===== config.mk =====
export PLATFORM = sky130hd
export DESIGN_NAME = demux1to9_stream
export DESIGN_NICKNAME = d
export VERILOG_FILES = /design/src/rtl/demux1to9_stream.sv
export SDC_FILE = /design/constraint.sdc
export NUM_CORES = 1
export LEC_CHECK = 0
export BUFFER_PORTS_ARGS = -buffer_cell sky130_fd_sc_hd__buf_2
export CORE_MARGIN = 2
export CORE_UTILIZATION = 51
export DETAILED_ROUTE_END_ITERATION = 10
export PLACE_DENSITY = 0.79
export SLEW_MARGIN = 5
export SYNTH_ARGS = -nofsm -noshare
export SYNTH_HDL_FRONTEND = slang
export SYNTH_SLANG_ARGS = --single-unit

===== constraint.sdc =====
create_clock -name clk -period 5.25 [get_ports clk]
set_input_delay 0.525 -clock clk [delete_from_list [all_inputs] [get_ports clk]]
set_output_delay 0.525 -clock clk [all_outputs]
set_load 0.005 [all_outputs]

===== src/rtl/demux1to9_stream.sv =====
// Registered 1-to-N stream demultiplexer.
// Each input word is routed to a one-entry holding register on the output channel
// selected by in_sel. Words with an out-of-range select are consumed and counted
// as drops in a saturating counter.
module demux1to9_stream #(
    parameter int unsigned WIDTH   = 16,
    parameter int unsigned NUM_OUT = 9,
    parameter int unsigned SEL_W   = 4,
    parameter int unsigned CNT_W   = 8
) (
    input  logic                     clk,
    input  logic                     reset,
    input  logic                     in_valid,
    output logic                     in_ready,
    input  logic [WIDTH-1:0]         in_data,
    input  logic [SEL_W-1:0]         in_sel,
    output logic [NUM_OUT-1:0]       out_valid,
    input  logic [NUM_OUT-1:0]       out_ready,
    output logic [NUM_OUT*WIDTH-1:0] out_data,
    output logic [CNT_W-1:0]         drop_count,
    input  logic                     drop_clr
);

    logic [NUM_OUT-1:0]       sel_hit;
    logic [NUM_OUT-1:0]       push;
    logic                     xfer;
    logic                     drop;
    logic [NUM_OUT-1:0]       valid_q;
    logic [NUM_OUT*WIDTH-1:0] data_q;
    logic [CNT_W-1:0]         drop_cnt_q;

    // Decode select to one-hot; an out-of-range select decodes to all zeros.
    always_comb begin
        sel_hit = '0;
        for (int k = 0; k < int'(NUM_OUT); k++) begin
            sel_hit[k] = (32'(in_sel) == 32'(k));
        end
    end

    // Ready unless the selected channel is full and not draining this cycle.
    // in_valid is deliberately absent so ready never depends on it.
    always_comb begin
        in_ready = ~|(sel_hit & valid_q & ~out_ready);
        xfer     = in_valid & in_ready;
        push     = sel_hit & {NUM_OUT{xfer}};
        drop     = xfer & ~|sel_hit;
    end

    // Per-channel holding registers: push has priority over pop so a full channel
    // that drains and refills in the same cycle stays full with the new word.
    always_ff @(posedge clk or posedge reset) begin
        if (reset) begin
            valid_q <= '0;
            data_q  <= '0;
        end else begin
            for (int k = 0; k < int'(NUM_OUT); k++) begin
                if (push[k]) begin
                    valid_q[k]                <= 1'b1;
                    data_q[k*WIDTH +: WIDTH]  <= in_data;
                end else if (out_ready[k]) begin
                    // Data is left untouched on pop; only valid drops.
                    valid_q[k] <= 1'b0;
                end
            end
        end
    end

    // Saturating drop counter; clear wins over a simultaneous increment.
    always_ff @(posedge clk or posedge reset) begin
        if (reset) begin
            drop_cnt_q <= '0;
        end else if (drop_clr) begin
            drop_cnt_q <= '0;
        end else if (drop && (drop_cnt_q != {CNT_W{1'b1}})) begin
            drop_cnt_q <= drop_cnt_q + 1'b1;
        end
    end

    assign out_valid  = valid_q;
    assign out_data   = data_q;
    assign drop_count = drop_cnt_q;

endmodule


==> impl_summary.md, run 1 <==
Clock network
The post-CTS clock slew at the launch and capture registers of the worst setup and hold paths is ~0.06 ns. The H-tree was split into 4 levels. The root buffer cell is sky130_fd_sc_hd__clkbuf_16.

The number of buffers created by CTS is 17. TritonCTS built the clock tree. The post-CTS setup repair buffer count is 0. Post-CTS repair changed the size of 0 cells. The number of sinks handled by clock tree synthesis is 161. The clock latency reported for the late side of the worst-skew pair is 0.41 ns. The post-cts hold buffer count is 0.

The maximum buffer depth of the clock tree is 2.

Synthesis
The area fraction of the dominant cell type after synthesis is 0.626. Counting distinct cell types in the post-synthesis netlist gives 46. The dominant cell type by area after synthesis is sky130_fd_sc_hd__dfrtp_1.

Yosys printed 0 warnings. Counting flops with a built-in enable in the synthesized netlist gives 0. Counting flops with an async set or reset pin after synthesis yields a share of 1.00. Sorting the synthesized cells by area gives the leading types as sky130_fd_sc_hd__dfrtp_1 (63%), sky130_fd_sc_hd__mux2_2 (23%), sky130_fd_sc_hd__mux2_4 (2.3%), sky130_fd_sc_hd__nand2b_1 (0.97%), sky130_fd_sc_hd__nand3_2 (0.93%). Synthesis produced a netlist whose cell count is slightly above 400. The synthesized area per cell is 16.0 µm². The commonest register cell after synthesis is sky130_fd_sc_hd__dfrtp_1. Synthesis produced a netlist with a net count of 437. Counting flops and latches in the post-synthesis netlist gives 161.

After synthesis the cells add up to 0.00644 mm². The proportion of synthesized chip area in sequential cells is 0.626.

Detailed routing
For this block, wires on met1 add up to 6.40 mm. The DRC violation count after routing is 0. The routed length on met2 is a little under 8 mm. After the first detailed-routing iteration, the DRC count stood at 195. In the routed layout, each cell is associated on average with a via count of 5.26.

The routed via count is ~4200. The highest metal layer with signal wires is met5. The routed design has approximately 15 mm of wire. The length of the first detailed-routing pass in iterations is 4. The count of nets left with antenna violations once routing finished came out at 0. The mean routed wirelength per cell is between 15 and 20 µm. After detailed routing, the met3 layer carries 915 µm of wire.

Power
The power density over the cells is 446 mW/mm². The analysis attributes to cell leakage a power of 4.07 nW. The maximum resistive drop on vdd is between 0.2 and 0.25 mV.

Timing
The number of max-slew violations in the final report is 0. The hold violation count in the final report came to 0. The smallest clock period supported by the final layout is computed as 2.29 ns.

Setup repair after global routing left no endpoint under its margin. For the final routed database, the setup TNS stands at 0 ns. In the finished design, the share of the clock period the worst path needs comes to 0.436.

For this run, the top clock speed supported by timing is 437 MHz. Setup violations remaining at the end of the flow were counted as 0. The worst pin sits at a relative slew slack of 0.241. For the pin with the worst max-slew slack, the measured transition is around 1.1 ns.

Across all setup checks in the final design, the least slack found is 2.96 ns. The clock skew is around 0.008 ns.

Cells and area
The share of the core filled with cells is 0.654. After filler insertion, the fill cell instance count of the layout stands at about 950. The cell area after layout is 0.00815 mm². The area growth from synthesis to layout is 26.7%. In the final design database the tool counted 638 nets. Of the cells placed in the final design, the portion with a size suffix greater than 1 is 0.630.

Place
The weighted congestion at the end of routability-driven global placement is 0.816. The placed instance area is roughly 0.0075 mm². The count of buffers inserted at the top-level ports is 194. OpenSTA, run right after detailed placement, puts the worst setup slack at between 2 and 3 ns. The half-perimeter wire length after placement is about 11 mm.

Worst setup path
The arrival time at the worst endpoint is approximately 1.8 ns. The kind of capture point of the worst setup path is an output port. The maximum fanout along the worst path is 3. The required time at the worst-slack endpoint is 4.72 ns. The number of cells on the worst reg-to-reg path is 3. The type of origin of the critical path is a flip-flop. The critical path in this run is classified as reg2out.

Global route
The remaining global-route overflow is 0. The number of global-route vias before repair is between 4000 and 5000. For this run, the total global-route usage over all layers was measured as 0.235. Entering global routing, the biggest net connects 111 pins. The number of antenna violations at the first check in global routing is 2. The first-pass GRT wire length is about 23 mm.

Die
195 I/O pins were placed. The floorplan step defined a die boundary enclosing around 0.014 mm². The width of the chip is 116 µm. The floorplan step set the die height to 116 µm. In this run the standard cell core region covers 0.0125 mm². The initial cell density of the core is 0.516. The number of rows in the core area is 41.

Worst hold path
The type of the most critical hold path is in2async.

Status
The run finished with clean final reports.

Flow run
Max-cap violations in this run came to 0.
[per-layer routing]
layer,vias up,track usage
li1,1844,-
met1,2157,0.300
met2,131,0.390
met3,18,0.0571
met4,2,0.0905
met5,-,0
[placed cells by master, fill, tap and decap left out, types with 2 or more instances in the layout]
cell type / count
sky130_fd_sc_hd__buf_2: 194
sky130_fd_sc_hd__dfrtp_1: 161
sky130_fd_sc_hd__mux2_2: 134
sky130_fd_sc_hd__clkbuf_16: 17
sky130_fd_sc_hd__nand2_1: 12
sky130_fd_sc_hd__nand2b_1: 10
sky130_fd_sc_hd__mux2_4: 10
sky130_fd_sc_hd__nand3_2: 6
sky130_fd_sc_hd__nor2_1: 6
sky130_fd_sc_hd__bufinv_16: 5
sky130_fd_sc_hd__inv_1: 4
sky130_fd_sc_hd__mux2i_1: 4
sky130_fd_sc_hd__a21oi_1: 4
sky130_fd_sc_hd__clkinv_2: 4
sky130_fd_sc_hd__nand3_1: 3
sky130_fd_sc_hd__o21ai_0: 3
sky130_fd_sc_hd__or4_1: 3
sky130_fd_sc_hd__nor3b_4: 2
sky130_fd_sc_hd__o31ai_1: 2
sky130_fd_sc_hd__clkbuf_8: 2
sky130_fd_sc_hd__clkinvlp_4: 2
[synth_stat cells, drive strengths merged (2+ instances only)]
| cell type | n |
|---|---|
| a21oi | 4 |
| and2 | 2 |
| and2b | 2 |
| buf | 10 |
| clkbuf | 3 |
| dfrtp | 161 |
| inv | 5 |
| mux2 | 145 |
| mux2i | 4 |
| nand2 | 13 |
| nand2b | 10 |
| nand3 | 9 |
| nor2 | 6 |
| nor2b | 2 |
| nor3 | 2 |
| nor3b | 2 |
| o21ai | 4 |
| o31ai | 2 |
| or4 | 3 |
[stage by stage]
step | instances | hold slack, ns | power, mW
6_report | 789 | 0.309 | 3.64
5_1_grt | 789 | 0.407 | 3.80
4_1_cts | 788 | 0.371 | 3.67
3_5_place_dp | 757 | 0.483 | 2.34
3_3_place_gp | 757 | 0.468 | 2.30
2_1_floorplan | 403 | 0.483 | 1.95
[path summary, 6_finish.rpt]
check / startpoint / to / slack (ns)
setup / recovery: out_valid[7] / in_ready / 2.96
hold / removal: reset / out_data[64] / 0.31
setup reg to reg: out_valid[7] / out_data[124] / 3.18
hold reg to reg: out_data[143] / out_data[143] / 0.49
max in group asynchronous: reset / out_data[95] / 3.65
min in group clk: drop_clr / drop_count[5] / 0.39
[critical path, cell delays in order (launching register included)]
cell and delay, ns:
sky130_fd_sc_hd__dfrtp_1 0.41, sky130_fd_sc_hd__nand2b_1 0.16, sky130_fd_sc_hd__o22ai_1 0.11, sky130_fd_sc_hd__a221o_1 0.35
sky130_fd_sc_hd__a21oi_1 0.17, sky130_fd_sc_hd__buf_2 0.16
[power by group]
| group | switching [mW] | internal [mW] |
|---|---|---|
| clock network | 0.467 | 0.863 |
| registers | 0.135 | 1.50 |
| logic | 0.284 | 0.386 |
| total | 0.885 | 2.75 |
[cell type report]
cell class,instances,area (µm²),area share
Sequential cell,161,4030,0.494
Multi-Input combinational cell,224,2260,0.278
Inverter,5,23.8,0.00292
Clock inverter,11,185,0.0227
Antenna cell,1,2.50,0.000307
Timing Repair Buffer,195,978,0.120
Tap cell,172,215,0.0264
Clock buffer,20,457,0.0560
[flip-flops by register name, summed over array words and instances (netlist names)]
register	flops
out_data	144
drop_count	8
out_valid	9
[logic make-up (layout without fill, tap and decap cells)]
family | Yosys count | after routing | synth area share
flops | 161 | 161 | 0.626
mux | 149 | 149 | 0.266
simple gates | 57 | 57 | 0.0603
buf+inv | 18 | 231 | 0.0225
compound gates | 15 | 15 | 0.0210
xor+xnor | 2 | 2 | 0.00272
fa+ha+maj | 1 | 1 | 0.00194
other cells | 0 | 1 | 0
Note: power is estimated with default switching activity, not from simulation.
==> inputs of run 2 (changes only) <==
- CORE_UTILIZATION: 51 -> 46
- PLACE_DENSITY: 0.79 -> 0.76
- clock period: 5.25 -> 2.1 ns (I/O delays scaled with it)
==> impl_summary.md, run 2 (synthesis gave the netlist of run 1 again) <==
Worst hold path
The worst hold path belongs to the class in2reg. In this run the most critical hold path is launched from drop_clr.

Die
The floorplan step set the die width to 122 µm. The number of I/O pins is a little under 200. The number of rows in the core area is 43. The area of the core is 0.0138 mm². The overall die height is 122 µm. The initial utilization of the core area, before any placement, comes to 0.467. The overall die area is about 0.015 mm².

Clock network
The TritonCTS clock tree is done. The longest clock path from root to sink contains 2 buffers. The number of sinks handled by clock tree synthesis is 161.

The post-CTS setup repair buffer count is 0. The post-CTS clock slew at the launch and capture registers of the worst setup and hold paths is 0.06 ns. The later pin in the worst-skew pair is clocked with a latency of approximately 0.41 ns. The number of buffers created by CTS is 17. The root buffer cell is sky130_fd_sc_hd__clkbuf_16. The deepest level of the CTS H-tree is 4.

Power
The completed layout was analyzed and its total power is 9.03 mW. Power spread over the standard cell area amounts to 1090 mW/mm². The leakage dissipation is roughly 4.1 nW. IR analysis of the VDD net gives a maximum drop of ~0.53 mV.

Flow run
The number of violations of the max-capacitance limit is 0.

Global route
Entering global routing, the biggest net connects 74 pins. The first-pass GRT wire length is 23.4 mm. For this run, the total global-route usage over all layers was measured as 0.211.

Summed over all layers, the global routing overflow is 0. The number of global-route vias before repair is 4307. The number of antenna violations at the first check in global routing is 1.

Worst setup path
The maximum fanout along the worst path is 3. Tracing the worst setup path back leads to its startpoint at out_valid[2]. The type of origin of the critical path is a flip-flop. The kind of capture point of the worst setup path is an output port.

STA puts the critical path data arrival time at 1.72 ns. The beginning of the worst register-to-register path is out_valid[3]. The required time at the worst-slack endpoint is 1.89 ns.

The critical path is of the reg2out type.

Detailed routing
The detail route stage leaves a number of antenna-violating nets equal to 0. After detailed routing, the total wire length is 15.4 mm. The mean number of vias per cell is 5.15. After the first detailed-routing iteration, the DRC count stood at about 220. In the final routed layout, each cell accounts on average for 19.1 µm. The DRC violation count after routing is 0. Before antenna repair, the detailed router went through 4 iterations. The routed via count is 4160.

Status
The flow ran to the end, and the final reports show no timing, DRC or antenna violations.

Timing
The clock skew is roughly 0.0064 ns. The maximum clock frequency is between 500 and 600 MHz. At the pin with the least slew margin, the transition time is 0.564 ns.

Headroom to the max-slew limit came out at 0.623. The setup-violating endpoint count in the final report is 0. Setup repair after global routing left no endpoint under its margin. The number of max-slew violations in the final report is 0.

The hold violation count in the final report is 0. The share of the clock period used by the worst path after layout is 0.921. The clock period minus worst slack is 1.93 ns.

Cells and area
The library cells used most frequently in the layout, excluding fill and tap cells, are sky130_fd_sc_hd__buf_2 (194), sky130_fd_sc_hd__dfrtp_1 (161), sky130_fd_sc_hd__mux2_2 (134). Of the cells placed in the final design, the portion with a size suffix greater than 1 is 0.631. The area added between synthesis and finish is 28.3%. The share of the core filled with cells is 0.600. The flip-flop count of the largest register, all copies and words added is between 100 and 150. The final layout contains 647 nets. The library cell used most frequently in the layout, excluding fill and tap cells, is sky130_fd_sc_hd__buf_2.

Place
Routability-driven placement finished with a final weighted congestion of 0.840. The count of buffers added on input and output ports is 194. Detailed placement finished with a half-perimeter wire length of approximately 11 mm.
## run 2: cell types whose count changed in the layout (fill, tap and decap cells not counted), sizes merged
cell         previous run  this run
buf                   195       203
clkbuf                 20        23
bufinv                  5         4
clkinv                  4         3
clkinvlp                2         3
dlygate4sd3             0         1
inv                     5         4
## run 2: metal layers
metal,track usage,part of all wire,vias up
met5,0,0,-
met4,0.0740,0.021,0
met3,0.0544,0.046,22
met2,0.347,0.49,110
met1,0.272,0.44,2172
li1,-,-,1856
## run 2: per-stage QoR
step	instance area [µm²]	hold slack (ns)	std cells	TNS [ns]	setup WS [ns]
3_3_place_gp	7620	0.243	773	0	0.410
5_1_grt	8260	0.0698	806	0	0.0139
4_1_cts	8260	0.0490	806	0	0.147
3_5_place_dp	7620	0.248	773	0	0.348
2_1_floorplan	6440	0.345	403	-24.61	-0.153
6_report	8260	0.0680	807	0	0.167
## run 2: cell type report
cell class	count	area [µm²]
tap	180	225
fill	1136	5510
sequential	161	4030
clock buffer	23	478
inverter	5	22.5
antenna	1	2.50
multi-input combinational	224	2260
clock inverter	9	154
timing repair buffer	204	1090
## run 2: final timing paths
kind,end,slack [ns],cells after the start
max,in_ready,0.17,5
min,drop_count[3],0.07,2
max reg2reg,out_data[54],0.46,3
min reg2reg,out_data[143],0.49,1
max in group asynchronous,out_data[58],1.03,4
min in group asynchronous,out_data[129],0.36,3
## run 2: repair_timing
| action | CTS | global route |
|---|---|---|
| endpoints found under the hold margin | 16 | 0 |
| hold buffers | 1 | 0 |
| resized for setup | 0 | 0 |
## run 2: critical path, cell delays in order (launching register included)
cell                       delay [ns]
sky130_fd_sc_hd__dfrtp_1         0.37
sky130_fd_sc_hd__nand2b_1        0.14
sky130_fd_sc_hd__o22ai_1         0.11
sky130_fd_sc_hd__a221o_1         0.37
sky130_fd_sc_hd__a21oi_1         0.16
sky130_fd_sc_hd__buf_2           0.16
## run 2: power by group
part	internal, mW	leakage (nW)	switching, mW	total, mW
Clock	2.08	0.303	1.17	3.25
Combinational	0.975	1.81	0.696	1.67
Sequential	3.76	2.00	0.347	4.11
Total	6.82	4.12	2.21	9.03
